File: config.mk
export PLATFORM = sky130hd
export DESIGN_NAME = wm_phase_timer
export DESIGN_NICKNAME = d
export VERILOG_FILES = /design/src/rtl/wm_phase_timer.sv
export SDC_FILE = /design/constraint.sdc
export NUM_CORES = 1
export LEC_CHECK = 0
export ABC_AREA = 0
export ABC_CLOCK_PERIOD_IN_PS = 2450
export BUFFER_PORTS_ARGS = -buffer_cell sky130_fd_sc_hd__buf_2
export CAP_MARGIN = 30
export CORE_MARGIN = 5
export CORE_UTILIZATION = 50
export DETAILED_ROUTE_END_ITERATION = 16
export GPL_TIMING_DRIVEN = 0
export PLACE_DENSITY_LB_ADDON = 0.05
export SETUP_SLACK_MARGIN = 0.1
export SYNTH_ARGS = -nofsm -noshare
export SYNTH_HDL_FRONTEND = slang
export SYNTH_SLANG_ARGS = --single-unit
File: constraint.sdc
create_clock -name clk -period 2.45 [get_ports clk]
set_input_delay 0.245 -clock clk [delete_from_list [all_inputs] [get_ports clk]]
set_output_delay 0.245 -clock clk [all_outputs]
set_load 0.1 [all_outputs]
File: src/rtl/wm_phase_timer.sv
// Programmable phase timer for the washing-machine controller: prescaled tick
// counter with one-shot/auto-reload modes, pause/resume, abort and a done pulse.
module wm_phase_timer #(
  parameter int WIDTH    = 8,
  parameter int PRESCALE = 1
) (
  input  logic             clk,
  input  logic             reset,
  input  logic             start,
  input  logic [WIDTH-1:0] load_val,
  input  logic             auto_reload,
  input  logic             pause,
  input  logic             abort,
  output logic [WIDTH-1:0] counter,
  output logic [WIDTH-1:0] remaining,
  output logic             busy,
  output logic             paused,
  output logic             done
);

  localparam int PW = (PRESCALE > 1) ? $clog2(PRESCALE) : 1;
  localparam logic [PW-1:0] PRESC_LAST = PW'(PRESCALE - 1);

  typedef enum logic [1:0] {
    IDLE,
    RUN,
    PAUSE,
    DONE
  } state_e;

  state_e           state_q, state_d;
  logic [WIDTH-1:0] counter_q, counter_d;
  logic [WIDTH-1:0] terminal_q, terminal_d;
  logic             mode_q, mode_d;
  logic [PW-1:0]    presc_q, presc_d;
  logic             done_q, done_d;

  always_ff @(posedge clk or posedge reset) begin
    if (reset) begin
      state_q    <= IDLE;
      counter_q  <= '0;
      terminal_q <= '0;
      mode_q     <= 1'b0;
      presc_q    <= '0;
      done_q     <= 1'b0;
    end else begin
      state_q    <= state_d;
      counter_q  <= counter_d;
      terminal_q <= terminal_d;
      mode_q     <= mode_d;
      presc_q    <= presc_d;
      done_q     <= done_d;
    end
  end

  always_comb begin
    state_d    = state_q;
    counter_d  = counter_q;
    terminal_d = terminal_q;
    mode_d     = mode_q;
    presc_d    = presc_q;
    done_d     = 1'b0;

    if (abort) begin
      state_d   = IDLE;
      counter_d = '0;
      presc_d   = '0;
    end else if (start) begin
      terminal_d = load_val;
      mode_d     = auto_reload;
      counter_d  = '0;
      presc_d    = '0;
      if (load_val == '0) begin
        state_d = DONE;
        done_d  = 1'b1;
      end else begin
        state_d = RUN;
      end
    end else if ((state_q == RUN) || (state_q == PAUSE)) begin
      if (pause) begin
        state_d = PAUSE;
      end else begin
        // The release cycle out of PAUSE already counts, so a pause of N
        // sampled cycles delays completion by exactly N cycles.
        state_d = RUN;
        if (presc_q == PRESC_LAST) begin
          presc_d = '0;
          if (counter_q == terminal_q - WIDTH'(1)) begin
            done_d = 1'b1;
            if (mode_q) begin
              counter_d = '0;
            end else begin
              counter_d = terminal_q;
              state_d   = DONE;
            end
          end else begin
            counter_d = counter_q + WIDTH'(1);
          end
        end else begin
          presc_d = presc_q + PW'(1);
        end
      end
    end
  end

  assign counter   = counter_q;
  assign remaining = terminal_q - counter_q;
  assign busy      = (state_q == RUN) || (state_q == PAUSE);
  assign paused    = (state_q == PAUSE);
  assign done      = done_q;

endmodule

# Yosys cells after proc, flatten, opt, wreduce, memory -nomap -nowiden
# Cells that the tools add are included.
dict set report totals {
  word_cells 49
  out_inout_bits 19
  in_bits 14
  ff_bits 21
}
dict set report op_classes {
  n_eq_ne 5
  reduce_logical 6
  mux 27
  addsub 4
  n_bitwise 1
}
# op count
set op_table {}
lappend op_table {{2-to-1 mux 8 bit} 7}
lappend op_table {{2-to-1 mux 2 bit} 8}
lappend op_table {{2-to-1 mux 1 bit} 12}
lappend op_table {{adder 8 x 1 -> 8 bit, second input constant} 1}
lappend op_table {{equality test 8 bit} 1}
lappend op_table {{zero test 8 bit} 1}
lappend op_table {{subtractor 8 x 1 -> 8 bit, second input constant} 1}
lappend op_table {{subtractor 8 bit} 1}
lappend op_table {{AND reduction 2 bit} 2}
lappend op_table {{inequality test 3 x 2 -> 1 bit, second input constant} 1}
lappend op_table {{inequality test 3 bit, second input constant} 1}
lappend op_table {{AND reduction 3 bit} 1}
lappend op_table {{nonzero test 3 bit} 1}
lappend op_table {{equality test 2 x 1 -> 1 bit, second input constant} 1}
lappend op_table {{equality test 2 bit, second input constant} 1}
lappend op_table {{adder 1 bit, second input constant} 1}
lappend op_table {{logical OR 1 bit} 1}
lappend op_table {{NOT 1 bit} 1}

# Depth between registers and ports, before layout
# Gate-level depths: netlist of run 1.
dict set report logic_depth {
  word_depth 8
  ltp_mapped 12
  mapped_depth_nobuf 9
}

# Worst setup path after synthesis of run 1
# Ideal clock, no wire load.
dict set report synth_timing {
  path_kind {register to output}
  startpoint {reg counter_q[1] (netlist: counter[1])}
  endpoint {out remaining[7]}
  path_stages_with_launch 10
  path_slack_ns -1.439
  required_time_ns 2.205
  path_buffers 0
  t_arrival_ns 3.644
  cell_sequence {dfrtp_1 -> inv_1 -> ha_1 -> nor2b_1 -> o21ai_0 -> nand2b_1 -> a21o_1 -> nand2_1 -> a21oi_1 -> xnor2_1}
}
dict set report synth_via {
  elab_chain_len 1
}
# element line
set synth_rtl {}
lappend synth_rtl {{start, declared} 32} ;# logic [WIDTH-1:0] counter_q, counter_d;
lappend synth_rtl {{start signal, assigned} 48} ;# counter_q <= counter_d;
lappend synth_rtl {{subtractor 8 bit} 107} ;# assign remaining = terminal_q - counter_q;
lappend synth_rtl {{end, declared} 15} ;# output logic [WIDTH-1:0] remaining,
# Every way passes these cells.

# Final worst setup path of run 1
dict set report layout_timing {
  startpoint {reg counter_q[0] (netlist: counter[0])}
  endpoint {out remaining[6]}
}
# Same word-level chain as after synthesis.

==> impl_metrics.tcl, run 1 <==
set metrics [dict create \
    ys_ff_latch 20 \
    wl_mm 4.28 \
    grt_use_met3 0.0200 \
    viasPerCell 5.46 \
    power_frac_seq 0.264 \
    dp_hpwl_mm 2.90 \
    fin_cells 276 \
    ant_nets 0 \
    io_pins 33 \
    drive_above_1_share 0.504 \
    clock_power_share 0.123 \
    fmax_mhz 399 \
    grt-busiest-layer "met2" \
    layout_setup_ws_ns -0.0546 \
    met2_usage 0.361 \
    synth_area_um2 1630 \
    period_share 1.02 \
    syn2layout_area_growth_pct 46.7 \
    leakage_nw 1.03 \
    num_antenna_cells 0 \
    slew_viol_final 0 \
    met1_usage 0.244 \
    fp.dieH_um 67.2 \
    max-vdd-ir-drop_v 0.000402 \
    startpoint_type "flip-flop" \
    cpPeakStageDelay_ns 0.50 \
    clockRootBuffer "clkbuf_4" \
    hp-class "in -> async" \
    power_frac_comb 0.613 \
    gp_congestion 0.818 \
    grt_pass1_wl_mm 6.90 \
    max-slew-margin-rel 0.301 \
    violations "setup timing" \
    path_clk_slew_ns 0.11 \
    tns_ns -0.0648 \
    cp-end-kind "primary output" \
    power.density_nw_per_um2 639 \
    first_global_vias 1482 \
    grt_max_degree 21 \
    firstDrtPassIters 4 \
    nets 258 \
    critPathMaxFanout 2 \
    netlist_instances 178 \
    core_area_um2 3100 \
    drc 0 \
    port_buffers 31 \
    routedWlPerCell_um 15.5 \
    num_rows 20 \
    path_cells "ha_4 -> fa_2 -> inv_2 -> a21o_1 -> a21oi_4 -> o21bai_1 -> a21oi_2 -> xnor2_4 -> buf_12" \
    die_width_um 67.2 \
    dieArea_um2 4510 \
    hold_viol 0 \
    cts_tree "done" \
    yosysUniqueCellTypes 48 \
    syn-num-nets 203 \
    synth.yosys.seq_area_share 0.306 \
    rsz0062_at_grt "true" \
    p_sw_frac 0.468 \
    cpMaxStageDelayCell "dfrtp_4" \
    tightest_slew_ns 1.04 \
    antenna_found_initial 0 \
    grt_usage 0.199 \
    place_inst 253 \
    start_util 0.527 \
    cap_violations 0 \
    clock-sinks 20 \
    crit_arrival_ns 2.26 \
    pre_cts_ws_ns -0.196 \
    drtIter0Drc 54 \
    status "finished with violations" \
    avgSynthCellArea_um2 9.18 \
    power.switching_uw 717 \
    finalClockSkew_ns 0.000480 \
    vias 1508 \
    ys.warnings.count 0 \
    clock_latency_ns 0.29 \
    h-tree-depth 1 \
    grt_remaining_overflow 0 \
    numCtsBuffers 3 \
    p_int_uw 814 \
    worst-setup-path-type "reg -> out" \
    synthArstFlopShare 1.00 \
    fin_crit_ns 2.50 \
    cts_buffer_depth 2 \
    setup_violations 4 \
    critPathRequiredTime_ns 2.20 \
    synthFlopType "dfrtp_1" \
    synth_edf_count 0 \
    cts_hold_buf 0 \
]
==> layout by cell type, fill, tap and decap left out, types with 6 or more instances in the layout <==
master   Yosys  layout
buf_2        0      26
buf_4        2      15
nand2_1     15      14
nor2_1      11      11
inv_1       15      10
dfrtp_1     20       9
mux2_2       7       7
buf_6        3       6
xnor2_1     12       6
ha_1        10       6
dfrtp_2      0       6
==> stage by stage <==
stage                     instance area [um^2]  hold slack (ns)  total power, mW  utilization
after floorplan                           1810            0.209             1.04            -
after global placement                    2020            0.397             1.13        0.650
after detailed placement                  2020            0.410             1.15        0.650
after CTS                                 2270           0.0815             1.48        0.731
after global routing                      2400            0.116             1.60        0.773
final                                     2400           0.0606             1.53        0.773
==> sequential cells by signal, summed over array words and instances, names as in the netlist <==
signal	flops
state_q	2
terminal_q	8
counter	8
done	1
mode_q	1
==> critical path: cells and delay by family, from the launching register on <==
| kind | cells | cell delay [ns] |
|---|---|---|
| compound gates | 4 | 0.51 |
| fa+ha+maj | 2 | 0.54 |
| buf+inv | 2 | 0.24 |
| flops | 1 | 0.50 |
| xor+xnor | 1 | 0.16 |
==> cell usage after synthesis, types with 2 or more instances <==
master,instances,share of area
a21o_1,2,0.0092
a21oi_1,6,0.018
a221o_1,4,0.025
and3_1,2,0.0077
buf_4,2,0.0092
buf_6,3,0.021
dfrtp_1,20,0.31
ha_1,10,0.077
inv_1,15,0.034
mux2_2,7,0.048
mux2i_1,2,0.012
nand2_1,15,0.034
nand3_1,5,0.015
nor2_1,11,0.025
nor2b_1,5,0.019
nor3_1,4,0.012
nor4_1,4,0.015
nor4b_1,4,0.021
o211ai_1,2,0.0092
o21ai_0,7,0.021
o21bai_1,3,0.014
o31ai_1,2,0.0092
or3_1,3,0.011
xnor2_1,12,0.064
xor2_1,5,0.027
==> worst paths after layout <==
path / from / endpoint / slack (ns) / cells past startpoint
max: counter[0]$_DFFE_PP0P_ / remaining[6] / -0.05 / 9
min: reset / mode_q$_DFFE_PP0P_ / 0.06 / 2
max reg2reg: terminal_q[2]$_DFFE_PP0P_ / counter[5]$_DFFE_PP0P_ / 0 / 8
min reg2reg: counter[5]$_DFFE_PP0P_ / counter[5]$_DFFE_PP0P_ / 0.63 / 1
max in group asynchronous: reset / counter[6]$_DFFE_PP0P_ / 1.84 / 2
min in group clk: load_val[1] / terminal_q[1]$_DFFE_PP0P_ / 0.17 / 3
==> power by group through the flow <==
stage | Combinational [mW] | Clock (mW) | Sequential [mW]
2_1_floorplan | 0.636 | 0 | 0.405
3_3_place_gp | 0.728 | 0 | 0.405
3_5_place_dp | 0.741 | 0 | 0.406
4_1_cts | 0.884 | 0.192 | 0.404
5_1_grt | 0.985 | 0.201 | 0.410
6_report | 0.938 | 0.189 | 0.405
==> layer usage <==
layer | vias to the layer above | part of all wire
met2 | 45 | 0.52
met4 | 0 | 0.0089
met1 | 718 | 0.42
met5 | - | 0
met3 | 6 | 0.047
li1 | 739 | -
==> layout make-up <==
type                            count  area (um^2)
Buffer                              7         76.3
Clock buffer                        4         36.3
Fill cell                         221          706
Inverter                           15         58.8
Multi-Input combinational cell    135         1250
Sequential cell                    20          527
Tap cell                           44         55.1
Timing Repair Buffer               51          397
==> cells by family (layout without fill, tap and decap cells) <==
family                   count (synthesis)  count (layout)  synth area share
buffers and inverters                   23              77            0.0812
multiplexers                             9               9            0.0605
XOR/XNOR                                18              18             0.101
AND/OR/NAND/NOR                         61              61             0.201
adder cells (fa/ha/maj)                 11              11            0.0888
AO/OA/AOI/OAI                           36              36             0.161
flip-flops                              20              20             0.306
==> repair_timing <==
| item | in CTS | in global routing |
|---|---|---|
| buffers inserted | 9 | 9 |
| cloned | 1 | 1 |
| gates resized for setup | 36 | 13 |
| pin swaps | 10 | 14 |
| endpoints found under the setup margin | 14 | 15 |
Power figures use the tool's default switching activity.
==> run 2, diff against run 1 <==
- CAP_MARGIN: 30 -> 10
- CORE_ASPECT_RATIO: not set -> 1.25
==> run 2 against run 1 <==
  * The run still ends with setup timing left
  * Clock-buffer cell count stayed put
  * Non-clock buffer count is 7 lower
  * Critical path depth is 1 higher
  * Worst hold slack better by 0.044 ns
  * Fmax is 1.7% higher
  * Combinational power is 3.7% lower
  * Via count is 1.1% lower
  * Clock power is 34% higher
  * Register-to-register slack hardly changed
  * Sequential cell count stayed put
  * Die area is 0.16% higher
  * Core utilization is 4.2 points lower
  * Critical path type unchanged
==> impl_metrics.tcl, run 2 (synthesis results as in run 1) <==
set metrics [dict create \
    status "finished with violations" \
    violations "setup timing" \
    nets 251 \
    tns_ns -0.0126 \
    layout_common_cells "buf_2 (27), nand2_1 (14), inv_1 (11), nor2_1 (11)" \
    total_power_mw 1.56 \
    max-vdd-ir-drop_v 0.000514 \
    worst-setup-path-type "reg -> out" \
    critPathRequiredTime_ns 2.20 \
    h-tree-depth 1 \
    first_global_vias 1608 \
    syn2layout_area_growth_pct 42.9 \
    dieArea_um2 4520 \
    fillers 257 \
    worstReg2RegEnd "counter[5]$_DFFE_PP0P_" \
    fmax_mhz 406 \
    gp_congestion 0.763 \
    drtIter0Drc 41 \
    period_share 1.01 \
    setup_violations 1 \
    path_clk_slew_ns 0.08 \
    fp.dieH_um 73.9 \
    final_common_cell "buf_2" \
    die_width_um 61.1 \
    hold_ws_ns 0.104 \
    grt_pass1_wl_mm 6.98 \
    ant_nets 0 \
    num_antenna_cells 0 \
    power.switching_uw 719 \
    clock_power_share 0.163 \
    routedWlPerCell_um 15.9 \
    cpPeakStageDelay_ns 0.41 \
    power_frac_seq 0.259 \
    drc 0 \
    critPathMaxFanout 3 \
    finalClockSkew_ns 0.00763 \
    tightest_slew_ns 1.03 \
    cpMaxStageDelayCell "dfrtp_1" \
    seqCellArea_um2 526 \
    crit_arrival_ns 2.22 \
    io_pins 33 \
    firstDrtPassIters 4 \
    p_int_uw 844 \
    fin_util 0.731 \
    cts_buffer_depth 2 \
    start_util 0.512 \
    core_area_um2 3190 \
    grt_usage 0.203 \
    path_cells "inv_2 -> ha_4 -> fa_2 -> inv_1 -> a21o_1 -> a21oi_4 -> o21bai_1 -> a21oi_2 -> xnor2_4 -> buf_12" \
    grt_max_degree 21 \
    rsz0062_at_grt "true" \
    power_frac_comb 0.578 \
    antenna_found_initial 0 \
    hold_viol 0 \
    slew_viol_final 0 \
    clock_latency_ns 0.26 \
    vias 1492 \
    cp-end-kind "primary output" \
    dp_hpwl_mm 3.15 \
    layout_setup_ws_ns -0.0126 \
    grt_remaining_overflow 0 \
    fin_crit_ns 2.46 \
    drive_above_1_share 0.484 \
    max-slew-margin-rel 0.306 \
    hp-class "in -> async" \
    worst-r2r-cell-count 11 \
    p_sw_frac 0.460 \
    cap_violations 0 \
    cts_tree "done" \
    clock-sinks 20 \
    num_rows 23 \
    numCtsBuffers 3 \
    r2r_slack_ns 0.01 \
    multi_input_area_um2 1250 \
    power.density_nw_per_um2 669 \
    startpoint_type "flip-flop" \
    leakage_nw 1.00 \
    port_buffers 31 \
    viasPerCell 5.69 \
    wl_mm 4.18 \
    clockRootBuffer "clkbuf_8" \
    rr_startpoint "terminal_q[0]$_DFFE_PP0P_" \
    cts_hold_buf 0 \
]
run 2: per-layer routing:
metal | GRT usage | vias up | part of all wire
li1 | - | 731 | -
met1 | 0.233 | 725 | 0.40
met2 | 0.379 | 29 | 0.56
met3 | 0.0176 | 7 | 0.029
met5 | 0 | - | 0
met4 | 0.0747 | 0 | 0.016
run 2: stage by stage:
stage	std cells	cell area, um^2	worst slack (ns)
after detailed placement	246	2010	-0.220
after floorplan	178	1810	-0.149
final	262	2330	-0.0126
after CTS	255	2210	-0.0789
after global placement	246	2010	-0.164
after global routing	262	2330	-0.114
run 2: worst max-delay path by stage:
| stage | from | to | slack, ns | cells after the start |
|---|---|---|---|---|
| 2_1_floorplan | counter[0]$_DFFE_PP0P_ | remaining[6] | -0.15 | 8 |
| 3_3_place_gp | terminal_q[0]$_DFFE_PP0P_ | remaining[6] | -0.16 | 10 |
| 3_5_place_dp | terminal_q[0]$_DFFE_PP0P_ | remaining[6] | -0.22 | 10 |
| 4_1_cts | terminal_q[0]$_DFFE_PP0P_ | remaining[6] | -0.08 | 10 |
| 5_1_grt | terminal_q[0]$_DFFE_PP0P_ | counter[5]$_DFFE_PP0P_ | -0.11 | 11 |
| 6_report | terminal_q[0]$_DFFE_PP0P_ | remaining[6] | -0.01 | 10 |
run 2: critical path, delay by kind of cell, from the launching register on:
kind,cells,cell delay (ns)
flip-flops,1,0.41
XOR/XNOR,1,0.16
buffers and inverters,3,0.35
AO/OA/AOI/OAI,4,0.69
adder cells (fa/ha/maj),2,0.34
run 2: area by class of cell:
| class | instances | area share |
|---|---|---|
| timing repair buffer | 43 | 0.132 |
| tap | 37 | 0.0198 |
| inverter | 15 | 0.0252 |
| sequential | 20 | 0.225 |
| clock buffer | 4 | 0.0236 |
| buffer | 8 | 0.0375 |
| multi-input combinational | 135 | 0.536 |
run 2: power groups by stage:
stage | sequential [mW] | combinational (mW) | clock (mW)
final | 0.405 | 0.903 | 0.254
after global routing | 0.410 | 0.951 | 0.281
after CTS | 0.404 | 0.851 | 0.256
after detailed placement | 0.406 | 0.744 | 0
after global placement | 0.404 | 0.729 | 0
after floorplan | 0.405 | 0.636 | 0
run 2: repair_timing:
item | 4_1_cts | 5_1_grt
setup endpoints to repair | 14 | 14
buffers inserted | 5 | 6
pin swaps | 10 | 13
resized for setup | 28 | 17
gates cloned | 0 | 1
==> run 3, diff against run 2 <==
- ABC_CLOCK_PERIOD_IN_PS: 2450 -> 2800
- clock period: 2.45 -> 2.8 ns (I/O delays scaled with it)
==> run 3 against run 2 <==
  * The run now ends clean
  * Register-to-register slack better by 0.30 ns
  * Total power is 18% lower
  * First-iteration DRC count is 27% lower
  * Die area stayed put
  * Clock power is 13% lower
  * Clock-buffer cell count stayed put
  * Setup slack better by 0.21 ns
  * Critical path depth stayed put
  * Critical endpoint is now remaining[5]
  * Highest routed layer unchanged
==> impl_metrics.tcl, run 3 (synthesis results as in run 1) <==
set metrics [dict create \
    die_width_um 61.1 \
    clock_latency_ns 0.26 \
    tightest_slew_ns 0.875 \
    cpPeakStageDelay_ns 0.48 \
    power.density_nw_per_um2 603 \
    grt_pass1_wl_mm 6.70 \
    max-vdd-ir-drop_v 0.000441 \
    ant_nets 0 \
    viasPerCell 5.73 \
    seqCellArea_um2 515 \
    clock-sinks 20 \
    h-tree-depth 1 \
    met3_length_um 115 \
    path_buf_inv 3 \
    startpoint_type "flip-flop" \
    port_buffers 31 \
    multi_input_area_um2 1160 \
    cts_tree "done" \
    cp_num_cells 10 \
    first_global_vias 1499 \
    highest_layer "met4" \
    cpMaxStageDelayCell "dfrtp_4" \
    firstDrtPassIters 4 \
    fillers 291 \
    place_inst 246 \
    fin_cells 253 \
    cts_hold_buf 0 \
    numCtsBuffers 3 \
    path_clk_slew_ns 0.08 \
    hp-class "in -> async" \
    worst-setup-path-type "reg -> out" \
    fmax_mhz 384 \
    antenna_found_initial 0 \
    cts_buffer_depth 2 \
    fp.dieH_um 73.9 \
    rsz0062_at_grt "true" \
    met2WireLength_mm 2.20 \
    layout_common_cells "buf_2 (28), nand2_1 (15), inv_1 (14)" \
    wl_mm 3.93 \
    critPathRequiredTime_ns 2.52 \
    vias 1450 \
    finalClockSkew_ns 0.00433 \
    num_antenna_cells 0 \
    num_rows 23 \
    drive_above_1_share 0.384 \
    tns_ns 0 \
    cap_violations 0 \
    drc 0 \
    slew_viol_final 0 \
    max-slew-margin-rel 0.412 \
    critPathMaxFanout 10 \
    fin_crit_ns 2.61 \
    hold_ws_ns 0.139 \
    crit_arrival_ns 2.33 \
    dieArea_um2 4520 \
    core_area_um2 3190 \
    critical-path-top-delay-family "flip-flops" \
    nets 242 \
    period_share 0.931 \
    grt_max_degree 21 \
    setup_violations 0 \
    routedWlPerCell_um 15.5 \
    dp_hpwl_mm 3.12 \
    grt_usage 0.195 \
    leakage_nw 0.931 \
    status "finished, final reports clean" \
    final_common_cell "buf_2" \
    start_util 0.512 \
    path_cells "buf_6 -> inv_1 -> ha_1 -> o21ai_0 -> nand2b_1 -> a21o_1 -> nand2_1 -> nor2b_4 -> xnor2_4 -> buf_12" \
    cp-end-kind "primary output" \
    gp_congestion 0.733 \
    drt-met1-wl_mm 1.53 \
    drtIter0Drc 30 \
    io_pins 33 \
    clockRootBuffer "clkbuf_8" \
    grt_remaining_overflow 0 \
    worst-r2r-cell-count 10 \
    syn2layout_area_growth_pct 29.7 \
    hold_viol 0 \
]
-- run 3: layer usage --
layer  global-route usage  up-vias
li1                     -      707
met5                    0        -
met3               0.0176        9
met4               0.0651        0
met1                0.228      707
met2                0.362       27
-- run 3: power by group --
group	switching, mW	internal [mW]
clock network	0.0969	0.125
logic	0.468	0.240
registers	0.0377	0.311
-- run 3: layout make-up --
type | instances | area share
Inverter | 15 | 0.0266
Multi-Input combinational cell | 135 | 0.545
Tap cell | 37 | 0.0218
Clock buffer | 4 | 0.0260
Timing Repair Buffer | 34 | 0.101
Sequential cell | 20 | 0.243
Buffer | 8 | 0.0360
-- run 3: what timing repair did --
item	CTS	global route
pin swaps	1	2
cloned	0	0
endpoints found under the setup margin	3	5
hold endpoints to repair	0	0
buffers inserted	0	3
gates resized for setup	7	13
-- run 3: worst paths after layout --
check / from / slack [ns] / endpoint
worst max-delay path: counter[2]$_DFFE_PP0P_ / 0.19 / remaining[5]
worst min-delay path: reset / 0.14 / terminal_q[3]$_DFFE_PP0P_
worst max register to register: terminal_q[1]$_DFFE_PP0P_ / 0.31 / counter[5]$_DFFE_PP0P_
worst min register to register: counter[7]$_DFFE_PP0P_ / 0.58 / counter[7]$_DFFE_PP0P_
max in group asynchronous: reset / 2.11 / counter[0]$_DFFE_PP0P_
min in group clk: load_val[0] / 0.25 / terminal_q[0]$_DFFE_PP0P_
-- run 3: stage by stage --
step	util	power, mW	worst slack [ns]	area [um^2]
floorplan	-	0.895	0.0782	1760
global placement	0.614	0.976	0.128	1960
detailed placement	0.614	0.989	0.0886	1960
CTS	0.639	1.23	0.0413	2040
global route	0.664	1.34	0.0683	2120
finish	0.664	1.28	0.194	2120
